$ cat src/rtl/if_stage_pkg.sv
// Shared constants for the 16-bit five-stage pipeline: widths, opcodes and the bubble word.
package if_stage_pkg;

   localparam int WORD_W = 16;
   localparam int OFFS_W = 6;
   localparam int OPC_W  = 4;

   typedef enum logic [OPC_W-1:0] {
      OP_NOP  = 4'd0,
      OP_ADDI = 4'd9,
      OP_LD   = 4'd10,
      OP_ST   = 4'd11,
      OP_BZ   = 4'd12
   } opcode_e;

   localparam logic [WORD_W-1:0] NOP_WORD = {OP_NOP, 12'h000};

endpackage

$ cat src/rtl/if_stage.sv
// Instruction fetch: PC, 1-cycle synchronous imem interface, branch redirect and a
// one-entry skid buffer that catches the in-flight response when decode stalls.
module if_stage
   import if_stage_pkg::*;
#(
   parameter logic [WORD_W-1:0] RESET_PC  = 16'h0000,
   parameter logic [WORD_W-1:0] NOP_INSTR = NOP_WORD
) (
   input  logic                     clk,
   input  logic                     rst,
   input  logic                     stall,
   input  logic                     branch_taken,
   input  logic signed [OFFS_W-1:0] branch_offset_imm,
   output logic                     imem_en,
   output logic [WORD_W-1:0]        imem_addr,
   input  logic [WORD_W-1:0]        imem_rdata,
   output logic [WORD_W-1:0]        if_id_instr,
   output logic [WORD_W-1:0]        if_id_pc,
   output logic                     if_id_valid
);

   logic [WORD_W-1:0] pc_q;
   logic [WORD_W-1:0] inflight_pc;
   logic              inflight_valid;
   logic [WORD_W-1:0] skid_instr;
   logic [WORD_W-1:0] skid_pc;
   logic              skid_valid;
   logic              skid_load;

   // Branch target is relative to the instruction after the branch.
   function automatic logic [WORD_W-1:0] branch_target(
      input logic [WORD_W-1:0]        base,
      input logic signed [OFFS_W-1:0] offs
   );
      logic signed [WORD_W-1:0] offs_ext;
      offs_ext = {{(WORD_W-OFFS_W){offs[OFFS_W-1]}}, offs};
      return base + WORD_W'(1) + $unsigned(offs_ext);
   endfunction

   assign imem_addr = pc_q;
   assign imem_en   = !stall && !branch_taken;
   assign skid_load = stall && inflight_valid;

   always_ff @(posedge clk or posedge rst) begin
      if (rst) begin
         pc_q           <= RESET_PC;
         inflight_valid <= 1'b0;
         inflight_pc    <= '0;
         skid_valid     <= 1'b0;
         if_id_instr    <= NOP_INSTR;
         if_id_pc       <= '0;
         if_id_valid    <= 1'b0;
      end else begin
         inflight_valid <= imem_en;
         if (imem_en) begin
            inflight_pc <= pc_q;
            pc_q        <= pc_q + WORD_W'(1);
         end

         if (stall) begin
            // Branch is ignored here; decode re-presents it once the stall clears.
            if (inflight_valid)
               skid_valid <= 1'b1;
         end else if (branch_taken) begin
            pc_q        <= branch_target(if_id_pc, branch_offset_imm);
            skid_valid  <= 1'b0;
            if_id_instr <= NOP_INSTR;
            if_id_pc    <= '0;
            if_id_valid <= 1'b0;
         end else if (skid_valid) begin
            if_id_instr <= skid_instr;
            if_id_pc    <= skid_pc;
            if_id_valid <= 1'b1;
            skid_valid  <= 1'b0;
         end else if (inflight_valid) begin
            if_id_instr <= imem_rdata;
            if_id_pc    <= inflight_pc;
            if_id_valid <= 1'b1;
         end else begin
            if_id_instr <= NOP_INSTR;
            if_id_pc    <= '0;
            if_id_valid <= 1'b0;
         end
      end
   end

   // Skid payload is qualified by skid_valid, so it carries no reset.
   always_ff @(posedge clk) begin
      if (skid_load) begin
         skid_instr <= imem_rdata;
         skid_pc    <= inflight_pc;
      end
   end

endmodule

$ cat config.mk
export PLATFORM = sky130hd
export DESIGN_NAME = if_stage
export DESIGN_NICKNAME = d
export VERILOG_FILES = /design/src/rtl/if_stage_pkg.sv /design/src/rtl/if_stage.sv
export SDC_FILE = /design/constraint.sdc
export NUM_CORES = 1
export LEC_CHECK = 0
export CAP_MARGIN = 20
export CORE_MARGIN = 3
export CORE_UTILIZATION = 50
export CTS_CLUSTER_SIZE = 14
export DETAILED_ROUTE_END_ITERATION = 6
export PLACE_DENSITY = 0.73
export SETUP_SLACK_MARGIN = 0.05
export SLEW_MARGIN = 20
export SYNTH_ARGS = -nofsm -noshare
export SYNTH_HDL_FRONTEND = slang
export SYNTH_SLANG_ARGS = --single-unit
$ cat constraint.sdc
create_clock -name clk -period 3.4 [get_ports clk]
set_input_delay 0.68 -clock clk [delete_from_list [all_inputs] [get_ports clk]]
set_output_delay 0.68 -clock clk [all_outputs]
set_load 0.01 [all_outputs]
==> results of run 1 <==
==> cells by family after synthesis <==
kind of cell             count (synthesis)
AND/OR/NAND/NOR                        189
XOR/XNOR                                21
buffers and inverters                   34
flip-flops                              99
adder cells (fa/ha/maj)                 17
multiplexers                             3
AO/OA/AOI/OAI                          127
==> stage by stage <==
stage	setup WS, ns	power [W]	cells	hold slack [ns]	area, um2
after floorplan	0.899	0.00180	490	0.446	4820
after global placement	0.239	0.00207	677	0.455	5700
after detailed placement	0.210	0.00209	677	0.462	5700
after CTS	0.482	0.00279	693	0.488	5880
after global routing	0.429	0.00292	693	0.495	5880
final	0.479	0.00277	693	0.483	5880
==> state kept, by name, summed over array words and instances (netlist names) <==
name,cells
inflight_valid,1
skid_valid,1
skid_pc,16
imem_addr,16
if_id_pc,16
if_id_valid,1
if_id_instr,16
skid_instr,16
inflight_pc,16
==> area by class of cell <==
class | instances | area (um2)
Multi-Input combinational cell | 357 | 2040
Sequential cell | 99 | 2640
Timing Repair Buffer | 84 | 831
Fill cell | 818 | 3400
Clock buffer | 10 | 128
Inverter | 8 | 32.5
Tap cell | 129 | 161
Clock inverter | 6 | 55.1
==> final timing paths <==
kind	depth (start not counted)	to	slack, ns
setup / recovery	4	imem_en	0.48
hold / removal	0	skid_pc[5]	0.48
setup reg to reg	10	imem_addr[14]	0.89
hold reg to reg	0	skid_pc[5]	0.48
max in group asynchronous	3	imem_addr[10]	2.36
min in group asynchronous	3	inflight_pc[6]	0.68
==> cells in the mapped netlist, drive strengths merged (7+ instances only) <==
library cell,number
clkbuf,21
nor2,33
xnor2,8
inv,8
o21ai,54
xor2,13
ha,16
dfrtp,67
edfxtp,32
nand2,119
a22oi,19
a21oi,24
nand3,7
==> power by group <==
group | leakage (nW) | internal [W] | total [W] | switching [W]
clock network | 0.0775 | 0.000273 | 0.000706 | 0.000433
registers | 1.16 | 0.00136 | 0.00150 | 0.000137
logic | 1.17 | 0.000277 | 0.000567 | 0.000290
==> metal layers <==
layer | up-vias | share of wire | wire length (um)
met5 | - | 0 | 0
met4 | 0 | 0.015 | 171
met3 | 16 | 0.044 | 512
met2 | 83 | 0.50 | 5880
met1 | 1874 | 0.44 | 5090
li1 | 1852 | - | -
==> run metrics, run 1 <==
outcome=finished clean; Final min period=2.92 ns; setup tns final=0 ns; Crit-path slowest cell=clkdlybuf4s50_1; CTS tree=done; final core utilization=0.633; GR Layer Usage met3=0.0348; max-cap viol count=0; met2 Use GR=0.389; detailed placement HPWL=7930 um; cells along the critical path=clkdlybuf4s50_1, or2_1, inv_4, clkdlybuf4s50_1; CTS resizes=0; WP data arrival=2.24 ns; Syn Nets=533; Inserted Diodes=0; Clock Path Buffers=2; Placer Congestion=0.930; die span in y=104 um; commonest non-fill, non-tap cell in the layout=nand2_1; DRC Markers=0; Setup-failing EPs final=0; Crit path max-delay family=buffers and inverters; ranking of synthesized cells by area=dfrtp_1 (35%), edfxtp_1 (20%), nand2_1 (9.3%), o21ai_0 (5.5%), ha_1 (4.2%); CORE AREA=0.00928 mm2; IO Pins=76; Yosys reg bits=99; P_leak=2.41 nW; Worst slew margin=0.499; Post-Synth XOR/XNOR Area=0.0382; proportion of layout cells with a drive suffix above 1=0.0585; worst skew pair latency=0.37 ns; Layout area overhead=22.1%; Max stage delay on crit path=0.54 ns; Global Route Usage Sum=0.225; total gr overflow=0; hold_buf cts=0; RSZ-0062 raised after global routing=false; DRT Pass-1 Iters=4; Synth Area in Compound Gates=0.158; largest family of logic cells by synthesized area=simple AND/OR/NAND/NOR gates; synth unique cells=47; peak supply drop=0.254 mV; register area share after synthesis=0.548; row count=35; Die X=104 um; number of flops mapped to enable cells by yosys=32; HP Class=reg -> reg; Cell Area, Synth=0.00482 mm2; Worst Path Required=2.72 ns; fraction of registers with async set/reset=0.677; worst slew pin tran=0.749 ns; Synth Area in Adders=0.0457; top_reg_cell synth=dfrtp_1; final worst-path cycle share=0.859; worst path bufs/invs=3; YS warnings=0; Startpoint Class=input port; Hold Fails Final Rpt=0; CTS buffer count=9; first-pass GRT wire length=19500 um; WS Path Type=in -> out; Worst Hold Launch=inflight_pc[5]; Clock Skew=0.0132 ns; post-synth top area share=0.348; crit path from=branch_taken; area leader, netlist=dfrtp_1; vias post-DR=3825; CP most frequent cell=clkdlybuf4s50_1; reg2reg start=if_id_pc[0]; die area=0.0108 mm2; global-route track usage on met1=0.288; nets=602; Synth Area in Simple Gates=0.174; Detail Route Antenna Nets=0; wire per inst=16.8 um; TritonCTS Sinks=99; Reg clk slew, reported paths=0.09 ns; mux share of post-synthesis cell area=0.00650; grt peak-use layer=met2; Syn Area/Cell=9.83 um2; port bufs=75; Critical Path Fanout Max=8; via-per-instance ratio=5.52; FMAX=342 MHz; Mapped Cells=490; H-tree levels=3; Root Driver=clkbuf_8; PD cells=471 mW/mm2; setup bufs post-CTS=0; Initial Util=0.519; via count of the first global-routing pass=3922; WL final=11700 um; most frequent cells in the layout=nand2_1 (119), clkdlybuf4s50_1 (75), dfrtp_1 (67); Crit. End Element=primary output; Slew Viols, Final=0; initial antenna violation count=0; DR iter-0 viols=164; pin count of the biggest net entering global routing=68
Note: power is estimated with default switching activity, not from simulation.
==> run 2, diff against run 1 <==
- CORE_MARGIN: 3 -> 2
- CORE_UTILIZATION: 50 -> 35
- PLACE_DENSITY: 0.73 -> 0.54
==> run 2 against run 1 <==
Routed wire length grew 9.5%. Hold slack lost 0.013 ns. Combinational power grew 2%. Clock power grew 43%. Final cell count grew 7.1%. Die area grew 36%. Global-route usage shrank 3.9 points. Clock-buffer cell count grew 3. Non-clock buffer count grew 2. Critical path depth is the same. Total power grew 11%. Maximum frequency shrank 2.6%. Largest cell class unchanged.
==> run metrics, run 2 (synthesized netlist as in run 1, its figures left out) <==
Clock Path Buffers=2 (unchanged); peak supply drop=0.286 mV (+12%); pin count of the biggest net entering global routing=52 (-24%); Die X=121 um (+16%); reg2reg start=if_id_pc[0]; WP data arrival=2.32 ns (+0.08 ns); Slew Viols, Final=0 (unchanged); max-cap viol count=0 (unchanged); first-pass GRT wire length=20800 um (+6.8%); Setup-failing EPs final=0 (unchanged); FMAX=334 MHz (-2.6%); via-per-instance ratio=5.06 (-8.3%); row count=42 (+20%); Placer Congestion=0.900 (-3.2%); Final min period=3.00 ns (+0.0769 ns); Clock Skew=0.0106 ns (-0.00255 ns); RSZ-0062 raised after global routing=false; PD cells=510 mW/mm2 (+8.2%); Reg2Reg Depth=10 (unchanged); Min-Delay Path Depth=0 (unchanged); CTS resizes=0 (unchanged); IO Pins=76 (unchanged); detailed placement HPWL=8830 um (+11%); Worst Path Required=2.72 ns (about the same); die area=0.0147 mm2 (+36%); initial antenna violation count=0 (unchanged); final total power=0.00309 W (+11%); CTS tree=done; die span in y=121 um (+16%); hold_buf cts=0 (unchanged); R2R setup slack=0.89 ns (about the same); CORE AREA=0.0133 mm2 (+44%); Hold Fails Final Rpt=0 (unchanged); worst skew pair latency=0.35 ns (-0.02 ns); WS Path Type=in -> out; DRC Markers=0 (unchanged); Hold Path Sink=skid_pc[11]; final core utilization=0.454 (-0.180); wire per inst=17.2 um (+2.3%); CP most frequent cell=clkdlybuf4s50_1; Inserted Diodes=0 (unchanged); commonest non-fill, non-tap cell in the layout=nand2_1; final cell count without fillers=742 (+7.1%); vias post-DR=3754 (-1.9%); Critical Path Fanout Max=8 (unchanged); Crit-path slowest cell=clkdlybuf4s50_1; proportion of layout cells with a drive suffix above 1=0.0565 (-0.00197); nets=604 (+0.33%); Layout area overhead=25.7%; via count of the first global-routing pass=3928 (+0.15%); r2r endpoint=imem_addr[14]; DR iter-0 viols=172 (+4.9%); P_leak=2.48 nW (+2.8%); worst slew pin tran=0.657 ns (-0.0921 ns); DRT Pass-1 Iters=4 (unchanged); Global Route Usage Sum=0.186 (-0.0389); Worst slew margin=0.561 (+0.0618); Startpoint Class=input port; total gr overflow=0 (unchanged); port bufs=75 (unchanged); outcome=finished clean; setup tns final=0 ns (unchanged); Max stage delay on crit path=0.59 ns (+0.05 ns); Reg clk slew, reported paths=0.06 ns (-0.03 ns); Detail Route Antenna Nets=0 (unchanged); H-tree levels=3 (unchanged); CTS buffer count=9 (unchanged); Placed Cells=726 (+7.2%); most frequent cells in the layout=nand2_1 (119), clkdlybuf4s50_1 (75), dfrtp_1 (67); Crit. End Element=primary output; setup bufs post-CTS=0 (unchanged); TritonCTS Sinks=99 (unchanged); cells along the critical path=clkdlybuf4s50_1, or2_1, inv_4, clkdlybuf4s50_1; Worst Hold Launch=inflight_pc[11]; final worst-path cycle share=0.882 (+0.0226); HP Class=reg -> reg; Fill cells=1276 (+56%); Initial Util=0.361 (-0.158); Root Driver=clkbuf_16; WL final=12800 um (+9.5%)
[run 2: cell types whose count changed in the layout (fill, tap and decap cells not counted)]
cell	delta
bufinv_16	+1
clkbuf_8	-9
clkinv_8	-1
clkbuf_1	+3
clkinv_4	-1
clkinvlp_4	-3
clkinv_2	+1
clkbuf_16	+9
buf_4	+2
[run 2: how the worst max path moves through the flow]
stage	slack (ns)	endpoint	start	cells past startpoint
floorplan	0.90	imem_addr[14]	branch_offset_imm[0]	10
global placement	0.21	imem_addr[14]	branch_offset_imm[0]	11
detailed placement	0.18	imem_addr[15]	branch_offset_imm[5]	8
CTS	0.38	imem_en	branch_taken	4
global route	0.25	imem_addr[14]	branch_offset_imm[5]	8
finish	0.40	imem_en	branch_taken	4
[run 2: layout make-up]
cell class	count	area, um2	share of cell area
tap	176	220	0.0364
inverter	8	32.5	0.00537
clock buffer	13	240	0.0397
clock inverter	3	42.5	0.00703
multi-input combinational	357	2040	0.336
sequential	99	2640	0.436
timing repair buffer	86	846	0.140
[run 2: stage by stage]
step                      setup WS [ns]  hold WS, ns  area, um2
after detailed placement          0.179        0.455       5770
after floorplan                   0.899        0.446       4820
after global routing              0.246        0.487       6050
after global placement            0.212        0.455       5770
after CTS                         0.383        0.469       6050
final                             0.402        0.470       6050
[run 2: routing by layer]
metal  vias up  track usage  routed length (um)
met5         -            0                   0
met4         0       0.0675                 259
li1       1851            -                   -
met2        68        0.310                6360
met3        18       0.0357                 439
met1      1817        0.241                5700
[run 2: where the power goes]
group	leakage (nW)	internal, W	total, W	switching (W)
Clock	0.134	0.000571	0.00101	0.000436
Sequential	1.16	0.00136	0.00150	0.000138
Combinational	1.18	0.000279	0.000581	0.000302
[run 2: worst max-delay path: cells and delay by family]
| family | cells | cell delay (ns) |
|---|---|---|
| buffers and inverters | 3 | 1.21 |
| and+or+nand+nor | 1 | 0.42 |
